**config.mk**
```make
export PLATFORM = sky130hd
export DESIGN_NAME = mem_bus_arbiter_flat
export DESIGN_NICKNAME = d
export VERILOG_FILES = /design/src/rtl/mem_bus_arbiter_pkg.sv /design/src/rtl/mem_bus_arbiter_if.sv /design/src/rtl/mem_bus_arbiter_rr_pick2.sv /design/src/rtl/mem_bus_arbiter.sv /design/src/flat_wrapper.sv
export SDC_FILE = /design/constraint.sdc
export NUM_CORES = 1
export LEC_CHECK = 0
export ABC_AREA = 0
export CAP_MARGIN = 20
export CORE_MARGIN = 10
export CORE_UTILIZATION = 21
export CTS_CLUSTER_SIZE = 30
export DETAILED_ROUTE_END_ITERATION = 8
export GPL_TIMING_DRIVEN = 0
export PLACE_DENSITY = 0.87
export SLEW_MARGIN = 20
export SYNTH_ARGS = -nofsm -noshare
export SYNTH_HDL_FRONTEND = slang
export SYNTH_HIERARCHICAL = 1
export SYNTH_SLANG_ARGS = --single-unit
```
**constraint.sdc**
```tcl
create_clock -name clk -period 2 [get_ports clk]
set_input_delay 0.3 -clock clk [delete_from_list [all_inputs] [get_ports clk]]
set_output_delay 0.3 -clock clk [all_outputs]
set_load 0.01 [all_outputs]
```
**src/rtl/mem_bus_arbiter_pkg.sv**
```systemverilog
// Shared types for the CPU/debug memory bus arbiter.
// Owner tags, arbiter states and default bus widths.
package mem_arb_pkg;

  typedef enum logic {OWN_CPU, OWN_DBG} owner_t;
  typedef enum logic {ARB, LOCK} arb_state_t;

  localparam int DEF_DATA_W = 16;
  localparam int DEF_ADDR_W = 8;

endpackage

```
**src/rtl/mem_bus_arbiter_if.sv**
```systemverilog
// One master's request/grant/read-return bundle toward the shared RAM.
// Request fields are held stable by the master until gnt is seen.
interface mem_bus_arbiter_if
  import mem_arb_pkg::*;
#(
  parameter int DATA_W = DEF_DATA_W,
  parameter int ADDR_W = DEF_ADDR_W
);

  logic              req;
  logic              we;
  logic [ADDR_W-1:0] addr;
  logic [DATA_W-1:0] wdata;
  logic              gnt;
  logic              rvalid;
  logic [DATA_W-1:0] rdata;

  modport master (output req, we, addr, wdata, input gnt, rvalid, rdata);
  modport slave  (input req, we, addr, wdata, output gnt, rvalid, rdata);

endinterface

```
**src/rtl/mem_bus_arbiter_rr_pick2.sv**
```systemverilog
// Two-way round-robin selector, purely combinational; gnt[0]=CPU, gnt[1]=DBG.
// force_cpu overrides fairness whenever the CPU is requesting.
module rr_pick2
  import mem_arb_pkg::*;
(
  input  logic [1:0] req,
  input  owner_t     last_owner,
  input  logic       force_cpu,
  output logic [1:0] gnt
);

  always_comb begin
    gnt = 2'b00;
    if (force_cpu && req[0]) begin
      gnt = 2'b01;
    end else if (req == 2'b11) begin
      gnt = (last_owner == OWN_DBG) ? 2'b01 : 2'b10;
    end else begin
      gnt = req;
    end
  end

endmodule

```
**src/rtl/mem_bus_arbiter.sv**
```systemverilog
// Shares a single-port sync-read RAM between CPU and debug master; grant is same-cycle, read data one cycle later.
// Losing master simply keeps its request up; a locked debug burst yields one CPU slot every LOCK_MAX waits.
module mem_bus_arbiter
  import mem_arb_pkg::*;
#(
  parameter int DATA_W   = DEF_DATA_W,
  parameter int ADDR_W   = DEF_ADDR_W,
  parameter int LOCK_MAX = 8
) (
  input  logic               clk,
  input  logic               reset,
  mem_bus_arbiter_if.slave   cpu,
  mem_bus_arbiter_if.slave   dbg,
  input  logic               dbg_lock,
  output logic               mem_en,
  output logic               mem_we,
  output logic [ADDR_W-1:0]  mem_addr,
  output logic [DATA_W-1:0]  mem_wdata,
  input  logic [DATA_W-1:0]  mem_rdata,
  output logic               locked
);

  localparam int SW = $clog2(LOCK_MAX + 1);

  arb_state_t state;
  owner_t     last_owner;
  owner_t     rd_owner;
  logic       rd_vld;
  logic [SW-1:0] starve_cnt;

  logic       force_cpu;
  owner_t     eff_last;
  logic [1:0] pick;
  logic [1:0] gnt;

  // In LOCK, or when a lock request arrives, debug must win any conflict.
  assign force_cpu = (state == LOCK) && (starve_cnt == SW'(LOCK_MAX));
  assign eff_last  = ((state == LOCK) || (dbg.req && dbg_lock)) ? OWN_CPU : last_owner;

  rr_pick2 u_pick (
    .req        ({dbg.req, cpu.req}),
    .last_owner (eff_last),
    .force_cpu  (force_cpu),
    .gnt        (pick)
  );

  assign gnt     = pick & {2{~reset}};
  assign cpu.gnt = gnt[0];
  assign dbg.gnt = gnt[1];
  assign locked  = (state == LOCK) && !reset;

  always_comb begin
    mem_en    = 1'b0;
    mem_we    = 1'b0;
    mem_addr  = '0;
    mem_wdata = '0;
    if (gnt[0]) begin
      mem_en    = 1'b1;
      mem_we    = cpu.we;
      mem_addr  = cpu.addr;
      mem_wdata = cpu.wdata;
    end else if (gnt[1]) begin
      mem_en    = 1'b1;
      mem_we    = dbg.we;
      mem_addr  = dbg.addr;
      mem_wdata = dbg.wdata;
    end
  end

  // Read return is masked during reset so an in-flight read is dropped immediately.
  assign cpu.rvalid = rd_vld && (rd_owner == OWN_CPU) && !reset;
  assign dbg.rvalid = rd_vld && (rd_owner == OWN_DBG) && !reset;
  assign cpu.rdata  = cpu.rvalid ? mem_rdata : '0;
  assign dbg.rdata  = dbg.rvalid ? mem_rdata : '0;

  always_ff @(posedge clk) begin
    if (reset) begin
      state      <= ARB;
      last_owner <= OWN_DBG;
      rd_owner   <= OWN_CPU;
      rd_vld     <= 1'b0;
      starve_cnt <= '0;
    end else begin
      if (gnt[0]) begin
        last_owner <= OWN_CPU;
      end else if (gnt[1]) begin
        last_owner <= OWN_DBG;
      end
      rd_vld   <= (gnt[0] && !cpu.we) || (gnt[1] && !dbg.we);
      rd_owner <= gnt[1] ? OWN_DBG : OWN_CPU;

      case (state)
        ARB: begin
          starve_cnt <= '0;
          if (dbg.req && dbg_lock) begin
            state <= LOCK;
          end
        end
        LOCK: begin
          if (!dbg_lock) begin
            state      <= ARB;
            starve_cnt <= '0;
          end else if (gnt[0] && force_cpu) begin
            starve_cnt <= '0;
          end else if (gnt[1] && cpu.req && (starve_cnt != SW'(LOCK_MAX))) begin
            starve_cnt <= starve_cnt + 1'b1;
          end
        end
        default: state <= ARB;
      endcase
    end
  end

endmodule

```
**src/flat_wrapper.sv**
```systemverilog
// flat-port wrapper written by rule: the top's interface ports become plain ports
module mem_bus_arbiter_flat import mem_arb_pkg::*;
#(
  parameter int DATA_W   = DEF_DATA_W,
  parameter int ADDR_W   = DEF_ADDR_W,
  parameter int LOCK_MAX = 8
)
  (clk, reset, dbg_lock, mem_en, mem_we, mem_addr, mem_wdata, mem_rdata, locked, cpu_req, cpu_we, cpu_addr, cpu_wdata, cpu_gnt, cpu_rvalid, cpu_rdata, dbg_req, dbg_we, dbg_addr, dbg_wdata, dbg_gnt, dbg_rvalid, dbg_rdata);
  mem_bus_arbiter_if #(.DATA_W(DATA_W), .ADDR_W(ADDR_W)) cpu_i ();
  mem_bus_arbiter_if #(.DATA_W(DATA_W), .ADDR_W(ADDR_W)) dbg_i ();
  input  logic clk;
  input  logic reset;
  input  logic dbg_lock;
  output logic mem_en;
  output logic mem_we;
  output logic [ADDR_W-1:0] mem_addr;
  output logic [DATA_W-1:0] mem_wdata;
  input  logic [DATA_W-1:0] mem_rdata;
  output logic locked;
  input wire logic [$bits(cpu_i.req)-1:0] cpu_req;
  input wire logic [$bits(cpu_i.we)-1:0] cpu_we;
  input wire logic [$bits(cpu_i.addr)-1:0] cpu_addr;
  input wire logic [$bits(cpu_i.wdata)-1:0] cpu_wdata;
  output wire logic [$bits(cpu_i.gnt)-1:0] cpu_gnt;
  output wire logic [$bits(cpu_i.rvalid)-1:0] cpu_rvalid;
  output wire logic [$bits(cpu_i.rdata)-1:0] cpu_rdata;
  input wire logic [$bits(dbg_i.req)-1:0] dbg_req;
  input wire logic [$bits(dbg_i.we)-1:0] dbg_we;
  input wire logic [$bits(dbg_i.addr)-1:0] dbg_addr;
  input wire logic [$bits(dbg_i.wdata)-1:0] dbg_wdata;
  output wire logic [$bits(dbg_i.gnt)-1:0] dbg_gnt;
  output wire logic [$bits(dbg_i.rvalid)-1:0] dbg_rvalid;
  output wire logic [$bits(dbg_i.rdata)-1:0] dbg_rdata;
  assign cpu_i.req = cpu_req;
  assign cpu_i.we = cpu_we;
  assign cpu_i.addr = cpu_addr;
  assign cpu_i.wdata = cpu_wdata;
  assign cpu_gnt = cpu_i.gnt;
  assign cpu_rvalid = cpu_i.rvalid;
  assign cpu_rdata = cpu_i.rdata;
  assign dbg_i.req = dbg_req;
  assign dbg_i.we = dbg_we;
  assign dbg_i.addr = dbg_addr;
  assign dbg_i.wdata = dbg_wdata;
  assign dbg_gnt = dbg_i.gnt;
  assign dbg_rvalid = dbg_i.rvalid;
  assign dbg_rdata = dbg_i.rdata;
  mem_bus_arbiter #(.DATA_W(DATA_W), .ADDR_W(ADDR_W), .LOCK_MAX(LOCK_MAX)) u_core (.clk(clk), .reset(reset), .cpu(cpu_i), .dbg(dbg_i), .dbg_lock(dbg_lock), .mem_en(mem_en), .mem_we(mem_we), .mem_addr(mem_addr), .mem_wdata(mem_wdata), .mem_rdata(mem_rdata), .locked(locked));
endmodule
```
# After elaboration in Yosys (flattened, before gate mapping)
# Cells that the tools add are included.
[classes]
mux = 23
reduce_logical = 19
addsub = 1
bitwise_logic = 4
eq_ne = 4
[op_table]
columns = ["operator", "count"]
rows = [
  ["16-bit two-way mux", 4],
  ["8-bit two-way mux", 2],
  ["1-bit logical AND", 13],
  ["4-bit two-way mux", 3],
  ["1-bit two-way mux", 9],
  ["4-bit inequality test (second input constant)", 2],
  ["4-bit case mux with 2 select lines", 1],
  ["2-bit two-way mux", 3],
  ["4-bit by 1-bit adder with 4-bit output (second input constant)", 1],
  ["4-bit == test (second input constant)", 1],
  ["1-bit logical NOT", 3],
  ["1-bit NOT", 3],
  ["2-bit AND", 1],
  ["2-bit == test (second input constant)", 1],
  ["1-bit logical OR", 2],
  ["1-bit case mux with 2 select lines", 1],
  ["2-bit nonzero test", 1],
]
[word_totals]
elab_cells = 56
register_bits = 8
out_inout_bits = 63
in_bits = 71

# Depth between registers and ports, before layout
[depth]
ltp_word = 13
ltp_mapped = 10
depth_no_buf = 10

# By module
# The synthesis kept the hierarchy.
[by_module_without_submodules]
columns = ["module", "area_per_inst_um2", "instances", "cells_per_inst", "seq_area_each_um2"]
rows = [
  ["mem_bus_arbiter", 872.1, 1, 112, 160.2],
  ["rr_pick2", 22.5, 1, 4, 0.0],
]

# Least setup slack after synthesis
# OpenSTA, ideal clock, no wires.
[synth_timing]
path_kind = "register -> output"
start = "reg u_core.starve_cnt[0]"
end = "out mem_addr[2]"
path_buffers = 1
path_slack_ps = -210
stages_incl_launch_ff = 11
t_required_ps = 1700
arrival_ps = 1910
cell_sequence = "dfxtp_1 > inv_1 > ha_1 > and3b_4 > and2_2 > o21ai_1 > and2_1 > nand2b_1 > nor2_2 > buf_4 > a22o_1"
[synth_via]
elab_chain_cells = 7
[synth_lines]
columns = ["element", "line_no", "rtl"]
rows = [
  ["start: declaration", "mem_bus_arbiter.sv:29", "logic [SW-1:0] starve_cnt;"],
  ["start signal: assignment", "mem_bus_arbiter.sv:106", "starve_cnt <= starve_cnt + 1'b1;"],
  ["4-bit == test", "mem_bus_arbiter.sv:37", "assign force_cpu = (state == LOCK) && (starve_cnt == SW'(LOCK_MAX));"],
  ["1-bit logical AND", "mem_bus_arbiter.sv:37", ""],
  ["via u_core.force_cpu", "mem_bus_arbiter.sv:31", "logic force_cpu;"],
  ["1-bit logical AND", "mem_bus_arbiter_rr_pick2.sv:14", "if (force_cpu && req[0]) begin"],
  ["2-bit two-way mux", "mem_bus_arbiter_rr_pick2.sv:14", ""],
  ["via u_core.pick[1]", "mem_bus_arbiter.sv:33", "logic [1:0] pick;"],
  ["2-bit AND", "mem_bus_arbiter.sv:47", "assign gnt = pick & {2{~reset}};"],
  ["8-bit two-way mux", "mem_bus_arbiter.sv:62", "end else if (gnt[1]) begin"],
  ["8-bit two-way mux", "mem_bus_arbiter.sv:57", "if (gnt[0]) begin"],
  ["end: declaration", "flat_wrapper.sv:16", "output logic [ADDR_W-1:0] mem_addr;"],
]
# The timed path passes the listed nets, and every way through them passes these cells.

# Worst setup path in the final report
[layout_timing]
start = "reg u_core.starve_cnt[1]"
end = "out mem_addr[5]"
# The elaborated chain is that of the path after synthesis.

==> flow_summary.ini <==
[sta]
min_period_ns = 2.40
final_min_period_over_clock_period = 1.20
timing.final.hold_violations = 0
setup_slack_ns = -0.397
slew_worst_pin_ns = 0.274
fin_hold_ws_ns = 0.394
rsz_0062_raised_after_global_routing = yes
max_clock_freq_mhz = 417
setup-tns-final_ns = -9.61
slew_violations = 0
final_setup_skew_ns = 0.00541
max_slew_margin = 0.817
setup-violations-final = 31

[layout]
n_antenna_cell = 0
num-fill-cells = 364
postLayoutCellArea_um2 = 2540
area_growth_pct = 184
drive_above_1_share = 0.302
fin_nets = 350

[synth]
synthesis.nets = 189
summed_instance_area_of_the_synthesized_netlist_um2 = 895
post_synth_num_cell_types = 31
synth_top_cells_by_area = sky130_fd_sc_hd__a22o_1 24%, sky130_fd_sc_hd__and2_1 23%, sky130_fd_sc_hd__dfxtp_1 18%
yosysTopAreaCell = sky130_fd_sc_hd__a22o_1
area_fraction_of_the_dominant_cell_type_after_synthesis = 0.245
synth_sequential_area_ratio = 0.179
syn_avg_cell_area_um2 = 7.71
syn-instance-count = 116
synth-seq-cells = 8
synthesis.yosys.warnings = 6

[die]
die_h_um = 85.3
fp.dieArea_um2 = 7270
ioPinCount = 134
floorplan.die.width_um = 85.3
start_util = 0.220
placeableCoreArea_um2 = 4060
row_count = 23

[setup_path]
cp-end-kind = primary output
timing_worst_setup_path_type = reg2out
worstPathArrival_ns = 2.10
data_required_time_of_the_critical_path_ns = 1.70
critPathMaxFanout = 7
critPathLaunchType = flip-flop

[place]
dp_hpwl_um = 4590
io_buffer_count = 133
placement.cell_area_um2 = 2310
gpl_congestion = 0.785
worst_slack_after_detailed_placement_ns = -1.00

[cts]
tritoncts.num_buffers = 3
htree_levels = 1
cts_tree = built
clock_slew_at_the_register_clock_pins_of_the_worst_setup_and_hold_paths_ns = 0.04
cts_sinks = 8
cts_hold_buffers = 0
clock_latency_late_sink_ns = 0.23
clk_root_buffer_cell = sky130_fd_sc_hd__clkbuf_8
cts.path.max_buffers = 2

[power_and_ir_drop]
p_int_uw = 552
vdd.ir_drop.worst_mv = 0.347
power.clock.fraction = 0.253
switching_power_uw = 207
power.share.sequential = 0.224
power_density_nw_per_um2 = 299
power_switching_share = 0.272
leakage_nw = 1.30
total_power_uw = 759
comb_power_share = 0.523

[route]
ant_nets = 0
first_pass_iters = 4
drt_iter0_markers = 23
dr_total_vias = 1483
detail_route.vias_per_cell = 4.56
routed_wl_um = 5700
post_drt_wl_per_cell_um = 17.5
drc = 0

[grt]
first_global_vias = 1545
grt_first_pass_wirelength_um = 8590
grt_max_degree = 11
grt_overflow_total = 0
antenna_found_initial = 0
track_usage = 0.144

[run_status]
violations = setup timing
status = finished, violations left

[flow_run]
drv.max_cap_violation_count = 0

[min_path]
min_path_type = in2reg
## sequential cells by signal, summed over array words and instances, names as in the netlist
| signal | cells |
|---|---|
| u_core/starve_cnt | 4 |
| u_core/last_owner | 1 |
| u_core/rd_owner | 1 |
| u_core/rd_vld | 1 |
| u_core/state | 1 |
## metal layers
layer | vias to the layer above | global-route usage | share of wire | wire, um
met1 | 666 | 0.156 | 0.41 | 2320
met3 | 5 | 0.0516 | 0.086 | 491
met2 | 75 | 0.260 | 0.50 | 2860
met4 | 0 | 0.0314 | 0.0065 | 37
met5 | - | 0 | 0 | 0
li1 | 737 | - | - | -
## power groups by stage
| stage | registers, mW | clock network [mW] | logic, mW |
|---|---|---|---|
| floorplan | 0.171 | 0 | 0.116 |
| global placement | 0.171 | 0 | 0.372 |
| detailed placement | 0.171 | 0 | 0.378 |
| CTS | 0.170 | 0.199 | 0.387 |
| global route | 0.171 | 0.209 | 0.424 |
| finish | 0.170 | 0.192 | 0.397 |
## critical path, cell delays in order (launching register included)
cell and delay, ns:
sky130_fd_sc_hd__dfxtp_2 0.33, sky130_fd_sc_hd__inv_2 0.04, sky130_fd_sc_hd__ha_4 0.14, sky130_fd_sc_hd__and3b_4 0.19
sky130_fd_sc_hd__and2_4 0.14, sky130_fd_sc_hd__o21ai_2 0.10, sky130_fd_sc_hd__and2_4 0.16, sky130_fd_sc_hd__nand2b_4 0.07
sky130_fd_sc_hd__nor2_4 0.25, sky130_fd_sc_hd__buf_6 0.16, sky130_fd_sc_hd__a22o_1 0.16, sky130_fd_sc_hd__buf_6 0.11
## synth_stat cells
cell type,n
sky130_fd_sc_hd__and2_2,1
sky130_fd_sc_hd__nand2_1,1
sky130_fd_sc_hd__clkbuf_1,1
sky130_fd_sc_hd__or3_1,2
sky130_fd_sc_hd__a22o_1,25
sky130_fd_sc_hd__dfxtp_1,8
sky130_fd_sc_hd__a21o_2,1
sky130_fd_sc_hd__nand2b_1,2
sky130_fd_sc_hd__a21boi_1,1
sky130_fd_sc_hd__buf_2,3
sky130_fd_sc_hd__a211oi_1,1
sky130_fd_sc_hd__o21bai_1,1
sky130_fd_sc_hd__buf_4,3
sky130_fd_sc_hd__o21ai_0,4
sky130_fd_sc_hd__a21oi_1,4
sky130_fd_sc_hd__nor3b_1,2
sky130_fd_sc_hd__nand3b_1,2
sky130_fd_sc_hd__o21ai_1,1
sky130_fd_sc_hd__nor2_2,1
sky130_fd_sc_hd__or3b_1,1
sky130_fd_sc_hd__or4_1,1
sky130_fd_sc_hd__inv_1,6
sky130_fd_sc_hd__and2b_1,1
sky130_fd_sc_hd__ha_1,2
sky130_fd_sc_hd__and3b_4,1
sky130_fd_sc_hd__nor2_1,3
sky130_fd_sc_hd__o22ai_1,1
sky130_fd_sc_hd__and3b_1,1
sky130_fd_sc_hd__nand3_1,1
sky130_fd_sc_hd__inv_2,1
sky130_fd_sc_hd__and2_1,33
## worst paths after layout
path                              from              endpoint  slack [ns]  cells past startpoint
setup / recovery  u_core/starve_cnt[1]           mem_addr[5]       -0.40                     11
hold / removal                   reset          u_core/state        0.39                      2
hold reg to reg   u_core/starve_cnt[3]  u_core/starve_cnt[3]        0.48                      2
setup reg to reg  u_core/starve_cnt[1]  u_core/starve_cnt[2]       -0.14                     11
## area by class of cell
cell class	count	area, um2	area share
inverter	7	26.3	0.0103
clock buffer	3	41.3	0.0162
timing repair buffer	158	1470	0.578
tap	50	62.6	0.0246
buffer	5	45.0	0.0177
sequential	8	163	0.0640
multi-input combinational	94	734	0.289
## timing repair
item,CTS,global route
gates resized for setup,140,21
cloned,3,0
endpoints found under the setup margin,63,65
buffers inserted,13,9
pin swaps,5,16
hold endpoints to repair,0,0
## stage by stage
step / utilization / std cells
floorplan: - / 116
global placement: 0.570 / 299
detailed placement: 0.570 / 299
CTS: 0.595 / 316
global route: 0.626 / 325
finish: 0.626 / 325
## logic make-up after synthesis
kind of cell	after synthesis	share of synthesized area
AO/OA/AOI/OAI	39	0.337
AND/OR/NAND/NOR	53	0.380
flip-flops	8	0.179
adder cells (fa/ha/maj)	2	0.0280
buffers and inverters	14	0.0755
## cell usage in the layout, fill, tap and decap left out, types with 2 or more instances in the layout
master and instances:
sky130_fd_sc_hd__a22o_1 25, sky130_fd_sc_hd__dfxtp_1 6, sky130_fd_sc_hd__and2_1 32, sky130_fd_sc_hd__and2_4 2, sky130_fd_sc_hd__inv_1 4, sky130_fd_sc_hd__clkdlybuf4s50_1 92
sky130_fd_sc_hd__buf_4 22, sky130_fd_sc_hd__clkbuf_8 3, sky130_fd_sc_hd__dfxtp_2 2, sky130_fd_sc_hd__a21oi_1 3, sky130_fd_sc_hd__dlymetal6s2s_1 11, sky130_fd_sc_hd__nor2_1 2
sky130_fd_sc_hd__buf_6 15, sky130_fd_sc_hd__inv_2 3, sky130_fd_sc_hd__or3_1 2, sky130_fd_sc_hd__buf_2 20, sky130_fd_sc_hd__o21ai_0 2, sky130_fd_sc_hd__o21ai_2 2
sky130_fd_sc_hd__nand3b_1 2
(Power assumes the default switching activity.)
